`config.mk`:
```
export PLATFORM = sky130hd
export DESIGN_NAME = fifo_rd_stream_flat
export DESIGN_NICKNAME = d
export VERILOG_FILES = /design/src/rtl/fifo_rd_stream_if.sv /design/src/rtl/fifo_rd_stream.sv /design/src/flat_wrapper.sv
export SDC_FILE = /design/constraint.sdc
export NUM_CORES = 2
export LEC_CHECK = 0
export ABC_AREA = 0
export CORE_MARGIN = 3
export CORE_UTILIZATION = 50
export CTS_CLUSTER_DIAMETER = 80
export DETAILED_ROUTE_END_ITERATION = 6
export PLACE_DENSITY = 0.76
export SLEW_MARGIN = 25
export SYNTH_ARGS = -nofsm -noshare
export SYNTH_HDL_FRONTEND = slang
export SYNTH_SLANG_ARGS = --single-unit
```
`constraint.sdc`:
```
create_clock -name i_clk -period 56.8 [get_ports i_clk]
set_input_delay 11.36 -clock i_clk [delete_from_list [all_inputs] [get_ports i_clk]]
set_output_delay 11.36 -clock i_clk [all_outputs]
set_load 0.02 [all_outputs]
```
`src/rtl/fifo_rd_stream_if.sv`:
```
// Purpose: FIFO read-side and stream-side signal bundle for fifo_rd_stream.
// Latency: none, wires only.
// Backpressure: carried by i_tready on the stream side; the FIFO side is a strobe with fixed-latency return.
// Modports: slave = adapter view (fifo_rd_stream); master = FIFO + stream sink view.
// Signal prefixes give direction as seen from the adapter.
interface fifo_rd_stream_if #(
    parameter int DATA_WIDTH = 512
);
    logic                  o_fifo_rd;
    logic                  i_empty;
    logic [DATA_WIDTH-1:0] i_fifo_data;
    logic                  i_fifo_rddata_vld;
    logic [DATA_WIDTH-1:0] o_tdata;
    logic                  o_tvalid;
    logic                  i_tready;

    modport slave (
        input  i_empty, i_fifo_data, i_fifo_rddata_vld, i_tready,
        output o_fifo_rd, o_tdata, o_tvalid
    );

    modport master (
        output i_empty, i_fifo_data, i_fifo_rddata_vld, i_tready,
        input  o_fifo_rd, o_tdata, o_tvalid
    );
endinterface

```
`src/rtl/fifo_rd_stream.sv`:
```
// Purpose: turns a fixed-latency FIFO read port into a valid/ready stream via credits + circular skid buffer.
// Latency: read strobe to o_tvalid is RD_LATENCY+1 cycles; one word per cycle sustained when BUF_DEPTH >= RD_LATENCY+2.
// Backpressure: reads stop once inflight+level reaches BUF_DEPTH, so every returned word always has a slot.
// Ports:
//   i_clk, i_rst_n    FIFO read clock, async active-low reset
//   i_enable          gates new read issue only
//   bus (slave)       o_fifo_rd / i_empty / i_fifo_data / i_fifo_rddata_vld, o_tdata / o_tvalid / i_tready
//   o_level           words held in the skid buffer
//   o_inflight        reads issued and not yet returned
//   o_error_unexp     sticky: data-valid with no read outstanding
//   o_error_ovf       sticky: data-valid into a full buffer with no pop that cycle (word dropped)
module fifo_rd_stream #(
    parameter int DATA_WIDTH = 512,
    parameter int RD_LATENCY = 3,
    parameter int BUF_DEPTH  = 8
) (
    input  logic                         i_clk,
    input  logic                         i_rst_n,
    input  logic                         i_enable,
    fifo_rd_stream_if.slave              bus,
    output logic [$clog2(BUF_DEPTH):0]   o_level,
    output logic [$clog2(BUF_DEPTH):0]   o_inflight,
    output logic                         o_error_unexp,
    output logic                         o_error_ovf
);
    // BUF_DEPTH must be a power of two (pointers wrap naturally) and at least 2.
    localparam int             PW      = $clog2(BUF_DEPTH);
    localparam int             CW      = PW + 1;
    localparam logic [CW-1:0]  DEPTH_C = CW'(BUF_DEPTH);

    // Credits cover any return delay, so the logic itself is latency-agnostic;
    // RD_LATENCY only determines the depth needed for full throughput.
    logic w_unused_rd_latency;
    assign w_unused_rd_latency = (RD_LATENCY > 0);

    logic [DATA_WIDTH-1:0] r_buf [BUF_DEPTH];
    logic [PW-1:0]         r_wr_ptr;
    logic [PW-1:0]         r_rd_ptr;
    logic [CW-1:0]         r_level;
    logic [CW-1:0]         r_inflight;
    logic                  r_err_unexp;
    logic                  r_err_ovf;

    logic [CW:0]           w_committed;
    logic                  w_issue;
    logic                  w_vld;
    logic                  w_tvalid;
    logic                  w_pop;
    logic                  w_full;
    logic                  w_wr;
    logic                  w_ovf;

    // Slots already promised: words held plus words still on their way back.
    assign w_committed = {1'b0, r_inflight} + {1'b0, r_level};

    // The FIFO shares this reset, so the strobe is held low while reset is asserted.
    assign w_issue  = i_rst_n & i_enable & ~bus.i_empty & (w_committed < {1'b0, DEPTH_C});

    assign w_vld    = bus.i_fifo_rddata_vld;
    assign w_tvalid = (r_level != '0);
    assign w_pop    = w_tvalid & bus.i_tready;
    assign w_full   = (r_level == DEPTH_C);

    // When full, a same-cycle pop frees the slot at rd_ptr, which equals wr_ptr,
    // so the incoming word may take it; the outgoing word was already presented.
    assign w_wr     = w_vld & (~w_full | w_pop);
    assign w_ovf    = w_vld & w_full & ~w_pop;

    always_ff @(posedge i_clk or negedge i_rst_n) begin
        if (!i_rst_n) begin
            r_wr_ptr    <= '0;
            r_rd_ptr    <= '0;
            r_level     <= '0;
            r_inflight  <= '0;
            r_err_unexp <= 1'b0;
            r_err_ovf   <= 1'b0;
        end else begin
            // Issue and return in the same cycle cancel; never go below zero.
            if (w_issue && !w_vld) begin
                r_inflight <= r_inflight + CW'(1);
            end else if (w_vld && !w_issue && (r_inflight != '0)) begin
                r_inflight <= r_inflight - CW'(1);
            end

            if (w_vld && (r_inflight == '0)) begin
                r_err_unexp <= 1'b1;
            end
            if (w_ovf) begin
                r_err_ovf <= 1'b1;
            end

            if (w_wr) begin
                r_wr_ptr <= r_wr_ptr + PW'(1);
            end
            if (w_pop) begin
                r_rd_ptr <= r_rd_ptr + PW'(1);
            end

            if (w_wr && !w_pop) begin
                r_level <= r_level + CW'(1);
            end else if (w_pop && !w_wr) begin
                r_level <= r_level - CW'(1);
            end
        end
    end

    // Data storage carries no reset; o_tdata is meaningless while o_tvalid=0.
    always_ff @(posedge i_clk) begin
        if (w_wr) begin
            r_buf[r_wr_ptr] <= bus.i_fifo_data;
        end
    end

    assign bus.o_fifo_rd = w_issue;
    assign bus.o_tvalid  = w_tvalid;
    assign bus.o_tdata   = r_buf[r_rd_ptr];
    assign o_level       = r_level;
    assign o_inflight    = r_inflight;
    assign o_error_unexp = r_err_unexp;
    assign o_error_ovf   = r_err_ovf;
endmodule

```
`src/flat_wrapper.sv`:
```
// flat-port wrapper written by rule: the top's interface ports become plain ports
module fifo_rd_stream_flat 
#(
    parameter int DATA_WIDTH = 512,
    parameter int RD_LATENCY = 3,
    parameter int BUF_DEPTH  = 8
)
  (i_clk, i_rst_n, i_enable, o_level, o_inflight, o_error_unexp, o_error_ovf, bus_i_empty, bus_i_fifo_data, bus_i_fifo_rddata_vld, bus_i_tready, bus_o_fifo_rd, bus_o_tdata, bus_o_tvalid);
  fifo_rd_stream_if #(.DATA_WIDTH(DATA_WIDTH)) bus_i ();
  input  logic i_clk;
  input  logic i_rst_n;
  input  logic i_enable;
  output logic [$clog2(BUF_DEPTH):0] o_level;
  output logic [$clog2(BUF_DEPTH):0] o_inflight;
  output logic o_error_unexp;
  output logic o_error_ovf;
  input wire logic [$bits(bus_i.i_empty)-1:0] bus_i_empty;
  input wire logic [$bits(bus_i.i_fifo_data)-1:0] bus_i_fifo_data;
  input wire logic [$bits(bus_i.i_fifo_rddata_vld)-1:0] bus_i_fifo_rddata_vld;
  input wire logic [$bits(bus_i.i_tready)-1:0] bus_i_tready;
  output wire logic [$bits(bus_i.o_fifo_rd)-1:0] bus_o_fifo_rd;
  output wire logic [$bits(bus_i.o_tdata)-1:0] bus_o_tdata;
  output wire logic [$bits(bus_i.o_tvalid)-1:0] bus_o_tvalid;
  assign bus_i.i_empty = bus_i_empty;
  assign bus_i.i_fifo_data = bus_i_fifo_data;
  assign bus_i.i_fifo_rddata_vld = bus_i_fifo_rddata_vld;
  assign bus_i.i_tready = bus_i_tready;
  assign bus_o_fifo_rd = bus_i.o_fifo_rd;
  assign bus_o_tdata = bus_i.o_tdata;
  assign bus_o_tvalid = bus_i.o_tvalid;
  fifo_rd_stream #(.DATA_WIDTH(DATA_WIDTH), .RD_LATENCY(RD_LATENCY), .BUF_DEPTH(BUF_DEPTH)) u_core (.i_clk(i_clk), .i_rst_n(i_rst_n), .i_enable(i_enable), .bus(bus_i), .o_level(o_level), .o_inflight(o_inflight), .o_error_unexp(o_error_unexp), .o_error_ovf(o_error_ovf));
endmodule
```
==> summary.md <==
| Metric | Value |
|---|---|
| Crit share post-route | between 40% and 50% |
| Tmin final | between 20 and 25 ns |
| Area share of and/or/nand/nor cells after synthesis | less than 1% |
| Mux contribution to synthesized area | between 10% and 20% |
| Bufs on Longest Clock Path | 4 |
| Synth Flop Type | edfxtp_1 |
| DRT iter0 DRCs | 7766 |
| Root Driver | clkbuf_16 |
| First-pass detailed-route iteration total | 7 |
| Hold Path Origin | u_core.o_error_ovf$_DFFE_PN0P_ |
| Area grow syn2layout | 18.30% |
| Fin Clk Skew | approximately 0.056 ns |
| R2r startpoint | u_core.o_level[0]$_DFFE_PN0P_ |
| Routed vias | between 60000 and 70000 |
| CTS H-tree depth | 5 |
| Syn Nets | roughly 6500 |
| Routed len/inst | approximately 30 µm |
| Post-CTS Setup Bufs | 0 |
| Setup violations, final | 0 |
| Number of instances in the placed design | between 10000 and 15000 |
| First-pass GRT wire length | about 510000 µm |
| Main combinational cell family by area after synthesis | multiplexers |
| Number of port buffers | around 1000 |
| CTS tree | yes |
| Adder-cell share of the synthesized area | 0.1071% |
| Rel. slew slack | a little under a fifth |
| DRC | 0 |
| Synth warn | 0 |
| Final setup margin | 31.82 ns |
| FP Rows | 203 |
| Die Y | 561.4 µm |
| Compound-cell area share of the yosys netlist | less than 1% |
| Crit. End Element | primary output |
| Worst EP required | 45.44 ns |
| Commonest cells after routing, fill and taps aside | edfxtp_1, clkdlybuf4s50_1, mux4_2 |
| Run status | complete, no violations |
| CTS Hold Bufs | 0 |
| Leak | ~57 nW |
| Total grt overflow | 0 |
| VDD IR max | between 0.00004 and 0.00005 V |
| Startpoint types | input pin |
| FF-to-FF setup slack | just under 50 ns |
| Top Ports | roughly 1000 |
| Min-delay worst type | flip-flop to flip-flop |
| Register bit total from synthesis | ~4000 |
| Largest net degree at the start of global routing | 150 |
| Dpl ws | 31.77 ns |
| Unrepaired setup endpoints after global routing | no |
| Routed WL | roughly 350000 µm |
| Die width | approximately 560 µm |
| Vias in the first global route | 71863 |
| CP arrival | 13.62 ns |
| Final HPWL DP | 199300 µm |
| # clock sinks | just over 4000 |
| Fmax | between 0.04 and 0.05 GHz |
| Ys async rst share | 0.3891% |
| Clk slew on worst S/H paths | around 0.060 ns |
| Sequential fraction of the synthesis area | 80.00% |
| GP Congestion | 0.7999 |
| GRT Util Overall | between 20 and 25% |
| Layout fillers | roughly 20000 |
| Final #Nets | 7819 |
| Die area | roughly 320000 µm² |
| Worst-Margin Slew | roughly 1.2 ns |
| Placed Area | 169600 µm² |
| Aggregate negative setup slack | 0 ns |
| Vias/cell | ~5.9 |
| Post-Synth XOR/XNOR Area | 0.05678% |
| Worst Path Max Fanout | 17 |
| Crit Path Class | input pin to primary output |
| ANT nets after route | 0 |
| Commonest non-fill, non-tap cell in the layout | edfxtp_1 |
| Post-route cell area | ~180000 µm² |
| CTS resizes | 0 |
| Fin. max-slew vios | 0 |
| Final Hold Fails | 0 |
| Fraction of layout cells with a size suffix above 1 | between 20% and 30% |
| FF-to-FF path depth | 13 |
| Synth Instances | between 6000 and 7000 |
| Hold Path Sink | u_core.o_error_ovf$_DFFE_PN0P_ |
| Core footprint | between 300000 and 400000 µm² |
| Util after Layout | ~60% |
| Pwr dens | ~55 nW/µm² |
| Initial antenna violation count | around 120 |
| Starting Density | around half |
| Post-Syn Area | roughly 150000 µm² |
| Max-Cap Viols | 0 |
| Post-synth EDFFs | between 4000 and 5000 |
| Skew-Pair Late Insertion Delay | 0.90 ns |
| Worst hold margin | 0.4939 ns |
| Tot Pwr | between 9 and 10 mW |
| Hold Crit Depth | 1 |
| R2r endpoint | u_core.r_buf[4][268]$_DFFE_PP_ |
| Yosys cell types | 31 |
| Synthesized area per cell | between 20 and 30 µm² |
| CTS buffer count | roughly 400 |
| Post-Layout Cell Count | 11797 |
synth_stat cells, types with 3 or more instances:
cell | count | area share, %
nand2_1 | 10 | 0.024
nand2b_1 | 3 | 0.012
mux2_2 | 517 | 3.8
edfxtp_1 | 4096 | 80
buf_2 | 110 | 0.36
buf_6 | 29 | 0.21
mux2i_1 | 3 | 0.019
nor4_1 | 3 | 0.012
ha_1 | 10 | 0.081
nor2_1 | 5 | 0.012
nor3_1 | 5 | 0.016
buf_1 | 10 | 0.024
a21oi_1 | 4 | 0.013
xnor2_1 | 8 | 0.045
inv_1 | 4 | 0.0097
clkbuf_1 | 136 | 0.33
mux4_2 | 1024 | 15
dfrtp_1 | 16 | 0.26
nand3_1 | 3 | 0.0097
kinds of logic (layout without fill, tap and decap cells):
kind of cell	after synthesis	in the layout
AO/OA/AOI/OAI	10	10
flip-flops	4112	4112
AND/OR/NAND/NOR	34	34
other	0	67
multiplexers	1544	1544
buffers and inverters	290	1908
XOR/XNOR	10	10
adder cells (fa/ha/maj)	12	12
flip-flops by register name, indices dropped and copies added (netlist names):
register and count:
u_core.o_error_ovf 1, u_core.o_error_unexp 1, u_core.o_inflight 4, u_core.o_level 4, u_core.r_buf 4096, u_core.r_rd_ptr 3
u_core.r_wr_ptr 3
critical path, stage by stage:
cell             delay (ns)
clkdlybuf4s50_1        0.95
and2_0                 0.23
nand4_1                0.21
clkinv_1               0.23
clkdlybuf4s50_1        0.64
where the power goes:
group          switching (mW)  leakage, nW  internal, mW  total (mW)
combinational            1.89         13.6          1.62        3.51
clock                    1.11         6.15          1.42        2.54
sequential              0.117         37.4          3.80        3.92
total                    3.12         57.1          6.85        9.96
per-layer routing:
layer / vias to the layer above / global-route usage, % / part of all wire (%) / wire, µm
met1: 37304 / 29.00 / 38 / 132200
met4: 94 / 8.590 / 3.9 / 13550
met5: - / 0 / 0.19 / 657
met3: 697 / 6.261 / 9.1 / 31680
li1: 28702 / - / - / -
met2: 3144 / 34.54 / 49 / 171800
worst max-delay path by stage:
stage                                    to  slack, ns         start  depth (start not counted)
2_1_floorplan  u_core.r_buf[2][0]$_DFFE_PP_       8.54  bus_i_tready                          4
3_3_place_gp                  bus_o_fifo_rd      31.79       i_rst_n                          5
3_5_place_dp                  bus_o_fifo_rd      31.77       i_rst_n                          5
4_1_cts                       bus_o_fifo_rd      31.81       i_rst_n                          5
5_1_grt                       bus_o_fifo_rd      31.68       i_rst_n                          5
6_report                      bus_o_fifo_rd      31.82       i_rst_n                          5
area by class of cell:
class                      instances  area (µm²)  share of cell area, %
antenna                           67       167.7                0.09189
clock buffer                     491       10500                  5.753
clock inverter                   254        2112                  1.157
inverter                           5       18.77                0.01029
multi-input combinational       1610       29460                  16.14
sequential                      4112      123400                  67.63
tap                             4100        5130                  2.811
timing repair buffer            1158       11670                  6.398
Power figures use the tool's default switching activity.
